--- src/rtl/multicycle_ctrl_fsm.sv ---
// Multi-cycle control sequencer for the 16-bit MIPS-style datapath.
// Walks FETCH/DECODE/EXEC/MEM/WB with a ready-handshake memory watchdog and sticky error flags.
module multicycle_ctrl_fsm #(
  parameter int unsigned MEM_TIMEOUT = 15
) (
  input  logic       clk,
  input  logic       reset,
  input  logic [3:0] instr_op,
  input  logic       zero,
  input  logic       mem_ready,
  output logic       mem_req,
  output logic       mem_we,
  output logic       iord,
  output logic       ir_write,
  output logic       pc_write,
  output logic [1:0] pc_src,
  output logic       alu_src_a,
  output logic [1:0] alu_src_b,
  output logic [2:0] alu_op,
  output logic       reg_write,
  output logic       reg_dst,
  output logic       mem_to_reg,
  output logic       instr_done,
  output logic       illegal,
  output logic       timeout,
  output logic [2:0] state
);

  localparam int unsigned CNT_W = 8;

  localparam logic [2:0] S_FETCH  = 3'd0;
  localparam logic [2:0] S_DECODE = 3'd1;
  localparam logic [2:0] S_EXEC   = 3'd2;
  localparam logic [2:0] S_MEM    = 3'd3;
  localparam logic [2:0] S_WB     = 3'd4;
  localparam logic [2:0] S_ERR    = 3'd7;

  localparam logic [3:0] OP_AND = 4'd0;
  localparam logic [3:0] OP_OR  = 4'd1;
  localparam logic [3:0] OP_ADD = 4'd2;
  localparam logic [3:0] OP_SUB = 4'd6;
  localparam logic [3:0] OP_SLT = 4'd7;
  localparam logic [3:0] OP_LW  = 4'd8;
  localparam logic [3:0] OP_SW  = 4'd10;
  localparam logic [3:0] OP_BNE = 4'd14;
  localparam logic [3:0] OP_JMP = 4'd15;

  localparam logic [CNT_W-1:0] WD_LAST = CNT_W'(MEM_TIMEOUT - 1);

  logic [2:0]       r_state;
  logic [3:0]       r_op_q;
  logic [CNT_W-1:0] r_wait_cnt;
  logic             r_illegal;
  logic             r_timeout;

  logic [2:0]       w_next_state;
  logic             w_wait;
  logic             w_wd_expire;

  function automatic logic is_rtype(input logic [3:0] op);
    return (op == OP_AND) || (op == OP_OR) || (op == OP_ADD) ||
           (op == OP_SUB) || (op == OP_SLT);
  endfunction

  function automatic logic is_legal(input logic [3:0] op);
    return is_rtype(op) || (op == OP_LW) || (op == OP_SW) ||
           (op == OP_BNE) || (op == OP_JMP);
  endfunction

  function automatic logic [2:0] rtype_alu_op(input logic [3:0] op);
    case (op)
      OP_AND:  return 3'b010;
      OP_OR:   return 3'b011;
      OP_SUB:  return 3'b001;
      OP_SLT:  return 3'b100;
      default: return 3'b000;
    endcase
  endfunction

  // A wait cycle is any cycle the memory port is requested but not yet ready.
  assign w_wait      = ((r_state == S_FETCH) || (r_state == S_MEM)) && !mem_ready;
  assign w_wd_expire = w_wait && (r_wait_cnt == WD_LAST);

  // Next-state and strobe decode; reset masks every strobe in the same cycle.
  always_comb begin
    w_next_state = r_state;
    mem_req      = 1'b0;
    mem_we       = 1'b0;
    iord         = 1'b0;
    ir_write     = 1'b0;
    pc_write     = 1'b0;
    pc_src       = 2'b00;
    alu_src_a    = 1'b0;
    alu_src_b    = 2'b00;
    alu_op       = 3'b000;
    reg_write    = 1'b0;
    reg_dst      = 1'b0;
    mem_to_reg   = 1'b0;
    instr_done   = 1'b0;

    case (r_state)
      S_FETCH: begin
        mem_req = 1'b1;
        if (mem_ready) begin
          ir_write     = 1'b1;
          pc_write     = 1'b1;
          alu_src_b    = 2'b01;
          w_next_state = S_DECODE;
        end else if (w_wd_expire) begin
          w_next_state = S_ERR;
        end
      end
      S_DECODE: begin
        alu_src_b = 2'b11;
        if (instr_op == OP_JMP) begin
          pc_write     = 1'b1;
          pc_src       = 2'b10;
          instr_done   = 1'b1;
          w_next_state = S_FETCH;
        end else if (!is_legal(instr_op)) begin
          w_next_state = S_ERR;
        end else begin
          w_next_state = S_EXEC;
        end
      end
      S_EXEC: begin
        alu_src_a = 1'b1;
        if (is_rtype(r_op_q)) begin
          alu_op       = rtype_alu_op(r_op_q);
          w_next_state = S_WB;
        end else if ((r_op_q == OP_LW) || (r_op_q == OP_SW)) begin
          alu_src_b    = 2'b10;
          w_next_state = S_MEM;
        end else if (r_op_q == OP_BNE) begin
          alu_op       = 3'b001;
          pc_src       = 2'b01;
          pc_write     = ~zero;
          instr_done   = 1'b1;
          w_next_state = S_FETCH;
        end else begin
          w_next_state = S_ERR;
        end
      end
      S_MEM: begin
        mem_req = 1'b1;
        iord    = 1'b1;
        mem_we  = (r_op_q == OP_SW);
        if (mem_ready) begin
          if (r_op_q == OP_SW) begin
            instr_done   = 1'b1;
            w_next_state = S_FETCH;
          end else begin
            w_next_state = S_WB;
          end
        end else if (w_wd_expire) begin
          w_next_state = S_ERR;
        end
      end
      S_WB: begin
        reg_write    = 1'b1;
        instr_done   = 1'b1;
        reg_dst      = is_rtype(r_op_q);
        mem_to_reg   = ~is_rtype(r_op_q);
        w_next_state = S_FETCH;
      end
      S_ERR:   w_next_state = S_ERR;
      default: w_next_state = S_FETCH;
    endcase

    if (reset) begin
      mem_req    = 1'b0;
      mem_we     = 1'b0;
      iord       = 1'b0;
      ir_write   = 1'b0;
      pc_write   = 1'b0;
      pc_src     = 2'b00;
      alu_src_a  = 1'b0;
      alu_src_b  = 2'b00;
      alu_op     = 3'b000;
      reg_write  = 1'b0;
      reg_dst    = 1'b0;
      mem_to_reg = 1'b0;
      instr_done = 1'b0;
    end
  end

  // State, latched opcode, watchdog counter and sticky error flags.
  always_ff @(posedge clk) begin
    if (reset) begin
      r_state    <= S_FETCH;
      r_op_q     <= 4'd0;
      r_wait_cnt <= '0;
      r_illegal  <= 1'b0;
      r_timeout  <= 1'b0;
    end else begin
      r_state <= w_next_state;
      if (r_state == S_DECODE) begin
        r_op_q <= instr_op;
      end
      if (w_next_state != r_state) begin
        r_wait_cnt <= '0;
      end else if (w_wait) begin
        r_wait_cnt <= r_wait_cnt + CNT_W'(1);
      end
      if ((r_state == S_DECODE) && (w_next_state == S_ERR)) begin
        r_illegal <= 1'b1;
      end
      if (w_wd_expire) begin
        r_timeout <= 1'b1;
      end
    end
  end

  assign illegal = r_illegal;
  assign timeout = r_timeout;
  assign state   = r_state;

endmodule

--- config.mk ---
export PLATFORM = sky130hd
export DESIGN_NAME = multicycle_ctrl_fsm
export DESIGN_NICKNAME = d
export VERILOG_FILES = /design/src/rtl/multicycle_ctrl_fsm.sv
export SDC_FILE = /design/constraint.sdc
export NUM_CORES = 1
export LEC_CHECK = 0
export ABC_AREA = 0
export ABC_CLOCK_PERIOD_IN_PS = 4400
export CAP_MARGIN = 20
export CORE_MARGIN = 2
export CORE_UTILIZATION = 30
export CTS_BUF_LIST = sky130_fd_sc_hd__clkbuf_8
export DETAILED_ROUTE_END_ITERATION = 8
export SETUP_SLACK_MARGIN = 0.3
export SYNTH_ARGS = -nofsm -noshare
export SYNTH_HDL_FRONTEND = slang
export SYNTH_SLANG_ARGS = --single-unit
--- constraint.sdc ---
create_clock -name clk -period 4.4 [get_ports clk]
set_input_delay 0.88 -clock clk [delete_from_list [all_inputs] [get_ports clk]]
set_output_delay 0.88 -clock clk [all_outputs]
set_load 0.005 [all_outputs]
==> impl_metrics.tcl, run 1 <==
set metrics [dict create \
    drt-met1-wl_mm 1.42 \
    die_h_um 68.2 \
    syn_area_mm2 0.00124 \
    grt_first_pass_wirelength_mm 5.15 \
    synth-edff-count 0 \
    critical_path.endpoint_type "primary output" \
    cts_buffers 3 \
    io-pin-count 30 \
    final_common_cell "clkdlybuf4s50_1" \
    critPathMaxFanout 13 \
    swShare_pct 41.2 \
    timing.fmax_mhz 268 \
    root_buffer "clkbuf_8" \
    min_period_ns 3.73 \
    final_antenna_net_count 0 \
    grt_usage_pct 14.4 \
    antenna_found_initial 0 \
    p_clk_share_pct 17.0 \
    grt_start_max_net_pins 22 \
    synth_flop_cell "dfxtp_1" \
    p_total_w 0.000667 \
    clock_latency_ns 0.25 \
    seq_area_um2 340 \
    fin_tns_setup_ns 0 \
    cts_buffer_depth 2 \
    die_x_um 68.2 \
    period_share_pct 84.7 \
    cts_hold_buffers 0 \
    max_cap_viol_count 0 \
    syn_inst 156 \
    power.switching_w 0.000275 \
    initial_core_util_pct 31.2 \
    clkSinkCount 17 \
    drt_iter0_markers 75 \
    path_class "primary input to primary output" \
    htree_num_levels 1 \
    met2_length_mm 1.54 \
    reg2reg_setup_slack_ns 2.11 \
    power.density_mw_per_mm2 424 \
    nNetsFinal 189 \
    synth.distinct_cells 48 \
    ys_ff_latch 17 \
    arrival_ns 2.85 \
    ir_drop_uv 188 \
    gp_congestion 0.769 \
    wl_mm 3.17 \
    syn_to_final_growth_pct 27.1 \
    finClkSkew_ns 0.00118 \
    synth_nets 166 \
    cts_resized 0 \
    hold_class "flop to flop" \
    drive_above_1_share_pct 7.30 \
    dieArea_mm2 0.00465 \
    wl_per_cell_um 13.9 \
    synthArstFlopShare_pct 0 \
    avgSynthCellArea_um2 7.93 \
    drt_pre_antenna_iters 4 \
    tightest_slew_ns 0.623 \
    synth-seq-area-share_pct 27.5 \
    rsz0062_at_grt "no" \
    wl_met3_um 167 \
    hold_viol_final 0 \
    first_global_vias 1139 \
    p_seq_share_pct 36.1 \
    combPwrFrac_pct 46.9 \
    final_cell_mix "clkdlybuf4s50_1, nor2_1, dfxtp_1" \
    vias 1194 \
    setup_viol_count_final 0 \
    worstSetupStartpointType "primary input" \
    core_area_mm2 0.00397 \
    row_count 23 \
    cp.required_ns 3.52 \
    post-route-drc-count 0 \
    top_layer_used "met4" \
    multi_input_area_um2 816 \
    grt-ovfl-total 0 \
    cts_tree "done" \
    antenna_cells 0 \
    clk_pin_slew_ns 0.06 \
    stdcell_count 228 \
    num-fill-cells 410 \
    cts_setup_buffers 0 \
    viasPerCell 5.24 \
    p_leak_nw 0.595 \
    dp_hpwl_mm 2.39 \
    whs_ns 0.490 \
    relSlewSlack_pct 58.1 \
    placed_cells 224 \
    io_buffers 29 \
    yosysWarnings 0 \
    p_int_w 0.000392 \
    status "finished, final reports clean" \
    slew_violations 0 \
]
## cell families after synthesis
| kind of cell | after synthesis | share of synthesized area, % |
|---|---|---|
| flops | 17 | 27.5 |
| fa+ha+maj | 2 | 2.02 |
| simple gates | 79 | 33.8 |
| mux | 7 | 5.86 |
| compound gates | 27 | 18.0 |
| buf+inv | 16 | 6.57 |
| xor+xnor | 8 | 6.27 |
## power groups by stage
stage | logic (W) | clock network, W | registers [W]
CTS | 0.000316 | 0.000117 | 0.000240
global placement | 0.000310 | 0 | 0.000244
detailed placement | 0.000313 | 0 | 0.000243
finish | 0.000313 | 0.000113 | 0.000241
floorplan | 0.000266 | 0 | 0.000198
global route | 0.000345 | 0.000125 | 0.000250
## critical path, stage by stage
cell and delay, ns:
clkdlybuf4s50_1 0.68, or2_2 0.48, nor4_1 0.25, clkdlybuf4s50_1 0.55
## synth_stat cells (2+ instances only)
library cell	count	share of area, %
a21oi_1	4	1.6
and2_1	2	1.0
and3_1	3	1.5
and3b_1	2	1.4
buf_2	2	0.81
buf_6	2	1.8
clkbuf_1	6	1.8
dfxtp_1	17	28
ha_1	2	2.0
inv_1	5	1.5
mux2_2	2	1.8
mux2i_1	5	4.0
nand2_1	9	2.7
nand2b_1	4	2.0
nand3_1	7	2.8
nand4_1	2	1.0
nor2_1	27	8.2
nor2b_1	2	1.0
nor3_1	8	3.2
nor4_1	3	1.5
o21a_1	4	2.4
o21ai_0	6	2.4
or2_2	2	1.0
xor2_1	6	4.2
## stage by stage
stage	instance area [um^2]	utilization, %	worst slack (ns)
after floorplan	1240	-	1.75
after global placement	1530	38.5	0.668
after detailed placement	1530	38.5	0.658
after CTS	1570	39.6	0.645
after global routing	1570	39.6	0.551
final	1570	39.6	0.675
## path summary, 6_finish.rpt
kind                               start  depth (start not counted)             to
worst max register to register  state[0]                          5  r_wait_cnt[3]
worst min-delay path             timeout                          2        timeout
worst min register to register   timeout                          2        timeout
worst max-delay path               reset                          4         mem_we
## cell type report
cell class,count,share of cell area (%)
Clock buffer,3,2.63
Clock inverter,1,0.239
Inverter,5,1.19
Sequential cell,17,21.6
Timing Repair Buffer,29,18.5
Tap cell,50,3.98
Multi-Input combinational cell,123,51.9
## per-layer routing
metal / global-route usage (%) / up-vias
li1: - / 593
met1: 19.0 / 566
met2: 23.3 / 31
met3: 2.63 / 4
met4: 5.50 / 0
met5: 0 / -
## flip-flops by register name (all words and copies together), names as in the netlist
name        count
r_wait_cnt      8
timeout         1
state           3
r_op_q          4
illegal         1
Note: power is estimated with default switching activity, not from simulation.
==> run 2, diff against run 1 <==
Settings changed: ABC_CLOCK_PERIOD_IN_PS 4400 to 3820.
Clock period 4.4 ns to 3.82 ns, I/O delays scaled along.
==> impl_metrics.tcl, run 2 (synthesized netlist as in run 1, its figures left out) <==
set metrics [dict create \
    drt_pre_antenna_iters 4 \
    clock_latency_ns 0.26 \
    placed_cells 225 \
    io_buffers 29 \
    cts_setup_buffers 0 \
    syn_to_final_growth_pct 27.7 \
    root_buffer "clkbuf_8" \
    hold_viol_final 0 \
    min_period_ns 3.39 \
    final_common_cell "clkdlybuf4s50_1" \
    post-route-drc-count 0 \
    cts_buffers 3 \
    setup_viol_count_final 0 \
    worstSetupStartpointType "primary input" \
    cp.required_ns 3.06 \
    relSlewSlack_pct 55.5 \
    io-pin-count 30 \
    regMostFlops "r_wait_cnt" \
    timing.fmax_mhz 295 \
    p_total_w 0.000767 \
    grt-ovfl-total 0 \
    critPathMaxFanout 8 \
    gp_congestion 0.797 \
    die_x_um 68.2 \
    drt_iter0_markers 144 \
    fin_tns_setup_ns 0 \
    final_cell_mix "clkdlybuf4s50_1, nor2_1, dfxtp_1" \
    path_class "primary input to primary output" \
    dieArea_mm2 0.00465 \
    period_share_pct 88.8 \
    drive_above_1_share_pct 7.82 \
    core_area_mm2 0.00397 \
    critical_path.endpoint_type "primary output" \
    finClkSkew_ns 0.00287 \
    rsz0062_at_grt "no" \
    num-fill-cells 404 \
    cts_resized 0 \
    first_global_vias 1109 \
    viasPerCell 5.00 \
    largest_reg_flops 8 \
    antenna_found_initial 0 \
    htree_num_levels 1 \
    clk_pin_slew_ns 0.06 \
    cts_buffer_depth 2 \
    stdcell_count 229 \
    reg2regPathDepth 5 \
    cts_hold_buffers 0 \
    hold_depth 2 \
    slew_violations 0 \
    grt_usage_pct 13.5 \
    initial_core_util_pct 31.2 \
    grt_start_max_net_pins 22 \
    max_cap_viol_count 0 \
    cts_tree "done" \
    vias 1145 \
    clkSinkCount 17 \
    status "finished, final reports clean" \
    row_count 23 \
    power.density_mw_per_mm2 485 \
    tightest_slew_ns 0.666 \
    ir_drop_uv 230 \
    final_antenna_net_count 0 \
    dp_hpwl_mm 2.29 \
    grt_first_pass_wirelength_mm 4.82 \
    arrival_ns 2.63 \
    hold_class "flop to flop" \
    die_h_um 68.2 \
    p_leak_nw 0.600 \
    antenna_cells 0 \
    wl_per_cell_um 12.8 \
    wl_mm 2.94 \
    nNetsFinal 190 \
]
run 2: cell types whose count changed in the layout (fill, tap and decap cells not counted), sizes merged:
cell and delta:
buf +1
run 2: final timing paths:
check | startpoint | endpoint | slack [ns]
min | timeout | timeout | 0.47
max | mem_ready | instr_done | 0.43
max reg2reg | state[0] | r_wait_cnt[4] | 1.55
min reg2reg | timeout | timeout | 0.47
run 2: power breakdown:
group	switching (W)	internal (W)
registers	0.0000757	0.000203
clock network	0.0000609	0.0000715
logic	0.000177	0.000178
run 2: metrics by stage:
stage | utilization [%] | area [um^2] | hold WS (ns) | setup slack [ns]
global route | 39.8 | 1580 | 0.506 | 0.309
finish | 39.8 | 1580 | 0.473 | 0.426
CTS | 39.8 | 1580 | 0.483 | 0.423
detailed placement | 38.7 | 1540 | 0.463 | 0.428
floorplan | - | 1240 | 0.461 | 1.41
global placement | 38.7 | 1540 | 0.468 | 0.472
run 2: per-layer routing:
metal / wire length (um) / share of wire [%] / GRT usage [%] / up-vias
met2: 1410 / 48 / 22.0 / 26
met3: 161 / 5.5 / 1.97 / 3
li1: - / - / - / 599
met5: 0 / 0 / 0 / -
met1: 1340 / 45 / 18.0 / 517
met4: 32 / 1.1 / 5.25 / 0
run 2: cell type report:
class	instances	area [um^2]	area share (%)
clock inverters	1	3.75	0.238
repair buffers	30	298	18.8
multi-input cells	123	816	51.6
clock buffers	3	41.3	2.61
flip-flops and latches	17	340	21.5
inverters	5	18.8	1.19
well taps	50	62.6	3.96
run 2: critical path, cell delays in order:
cell and delay, ns:
clkdlybuf4s50_1 0.66, nand2_1 0.08, mux2_2 0.28, o22ai_1 0.13
o21ai_0 0.10, nor2_1 0.12, clkdlybuf4s50_1 0.50
==> run 3, diff against run 2 <==
Settings changed: ABC_CLOCK_PERIOD_IN_PS 3820 to 3900, CORE_UTILIZATION 30 to 51, PLACE_DENSITY from default to 0.82.
Clock period 3.82 ns to 3.9 ns, I/O delays scaled along.
==> impl_metrics.tcl, run 3 (synthesized netlist as in run 1, its figures left out) <==
set metrics [dict create \
    critPathMaxFanout 8 \
    cts_resized 0 \
    hold_class "flop to flop" \
    final_common_cell "clkdlybuf4s50_1" \
    rsz0062_at_grt "no" \
    io_buffers 29 \
    met2_length_mm 1.50 \
    hold_viol_final 0 \
    crit_end "instr_done" \
    tightest_slew_ns 0.664 \
    drt-met1-wl_mm 1.30 \
    largest_reg_flops 8 \
    drt_pre_antenna_iters 4 \
    cts_buffer_depth 2 \
    setup_viol_count_final 0 \
    htree_num_levels 1 \
    antenna_cells 0 \
    power.switching_w 0.000314 \
    top_layer_used "met4" \
    antenna_found_initial 0 \
    combPwrFrac_pct 47.1 \
    path_class "primary input to primary output" \
    arrival_ns 2.63 \
    relSlewSlack_pct 55.7 \
    p_clk_share_pct 17.2 \
    reg2regPathDepth 5 \
    finClkSkew_ns 0.00467 \
    dp_hpwl_mm 2.22 \
    clock_latency_ns 0.25 \
    swShare_pct 41.4 \
    status "finished, final reports clean" \
    worstSetupStartpointType "primary input" \
    power.density_mw_per_mm2 488 \
    r2r-start "state[0]" \
    p_leak_nw 0.599 \
    p_seq_share_pct 35.8 \
    initial_core_util_pct 54.9 \
    io-pin-count 30 \
    drt_iter0_markers 44 \
    max_cap_viol_count 0 \
    wl_met3_um 134 \
    timing.final.ws_setup_ns 0.494 \
    cts_buffers 3 \
    row_count 17 \
    clk_pin_slew_ns 0.07 \
    grt_start_max_net_pins 22 \
    cts_hold_buffers 0 \
    cts_setup_buffers 0 \
    wl_per_cell_um 14.2 \
    cp-startpoint "mem_ready" \
    gp_congestion 0.933 \
    ir_drop_uv 445 \
    grt-ovfl-total 0 \
    root_buffer "clkbuf_8" \
    wl_mm 2.95 \
    grt_usage_pct 23.4 \
    p_int_w 0.000444 \
    slew_violations 0 \
    timing.rr.end "r_wait_cnt[3]" \
    period_share_pct 87.3 \
    clkSinkCount 17 \
    final_cell_mix "clkdlybuf4s50_1, nor2_1, dfxtp_1" \
    first_global_vias 1141 \
    regMostFlops "r_wait_cnt" \
    reg2reg_setup_slack_ns 1.58 \
    drive_above_1_share_pct 8.38 \
    final_antenna_net_count 0 \
    final_util_pct 68.9 \
    syn_to_final_growth_pct 25.6 \
    die_h_um 53.3 \
    post-route-drc-count 0 \
    fin_tns_setup_ns 0 \
    dieArea_mm2 0.00284 \
    critical_path.endpoint_type "primary output" \
    nNetsFinal 190 \
    cp.required_ns 3.12 \
    die_x_um 53.3 \
    grt_first_pass_wirelength_mm 4.95 \
    cts_tree "done" \
    place_ws_ns 0.500 \
    min_period_ns 3.41 \
    core_area_mm2 0.00225 \
    timing.fmax_mhz 294 \
    viasPerCell 5.77 \
    vias 1194 \
]
## run 3: cell count changes in the layout (fill, tap and decap cells not counted)
cell	change
inv_1	-1
clkinv_2	+1
## run 3: power by group through the flow
stage / logic (W) / clock network [W] / registers [W]
floorplan: 0.000300 / 0 / 0.000223
global placement: 0.000346 / 0 / 0.000272
detailed placement: 0.000351 / 0 / 0.000274
CTS: 0.000356 / 0.000132 / 0.000270
global route: 0.000394 / 0.000137 / 0.000279
finish: 0.000357 / 0.000130 / 0.000271
## run 3: per-stage QoR
step	instance area [um^2]	cells	total power [W]	hold WS, ns
6_report	1550	207	0.000758	0.508
5_1_grt	1550	207	0.000810	0.540
4_1_cts	1550	207	0.000758	0.514
3_5_place_dp	1510	203	0.000625	0.496
3_3_place_gp	1510	203	0.000618	0.460
2_1_floorplan	1240	156	0.000523	0.461
## run 3: layout make-up
cell class / count / area (um^2)
Clock inverter: 1 / 5.00
Sequential cell: 17 / 340
Timing Repair Buffer: 30 / 298
Inverter: 5 / 18.8
Fill cell: 206 / 701
Tap cell: 28 / 35.0
Clock buffer: 3 / 41.3
Multi-Input combinational cell: 123 / 816
## run 3: worst min-delay path by stage
stage / startpoint / endpoint / slack, ns / depth (start not counted)
after floorplan: illegal / illegal / 0.46 / 2
after global placement: timeout / timeout / 0.46 / 2
after detailed placement: illegal / illegal / 0.50 / 2
after CTS: timeout / timeout / 0.51 / 2
after global routing: illegal / illegal / 0.54 / 2
final: timeout / timeout / 0.51 / 2
## run 3: worst max-delay path, cell delays in order
cell             delay (ns)
clkdlybuf4s50_1        0.65
nand2_1                0.09
mux2_2                 0.28
o22ai_1                0.12
o21ai_0                0.09
nor2_1                 0.12
clkdlybuf4s50_1        0.51
## run 3: routing by layer
layer | up-vias | GRT usage [%]
met2 | 29 | 39.3
met5 | - | 0
li1 | 596 | -
met1 | 565 | 30.8
met4 | 0 | 5.98
met3 | 4 | 3.95
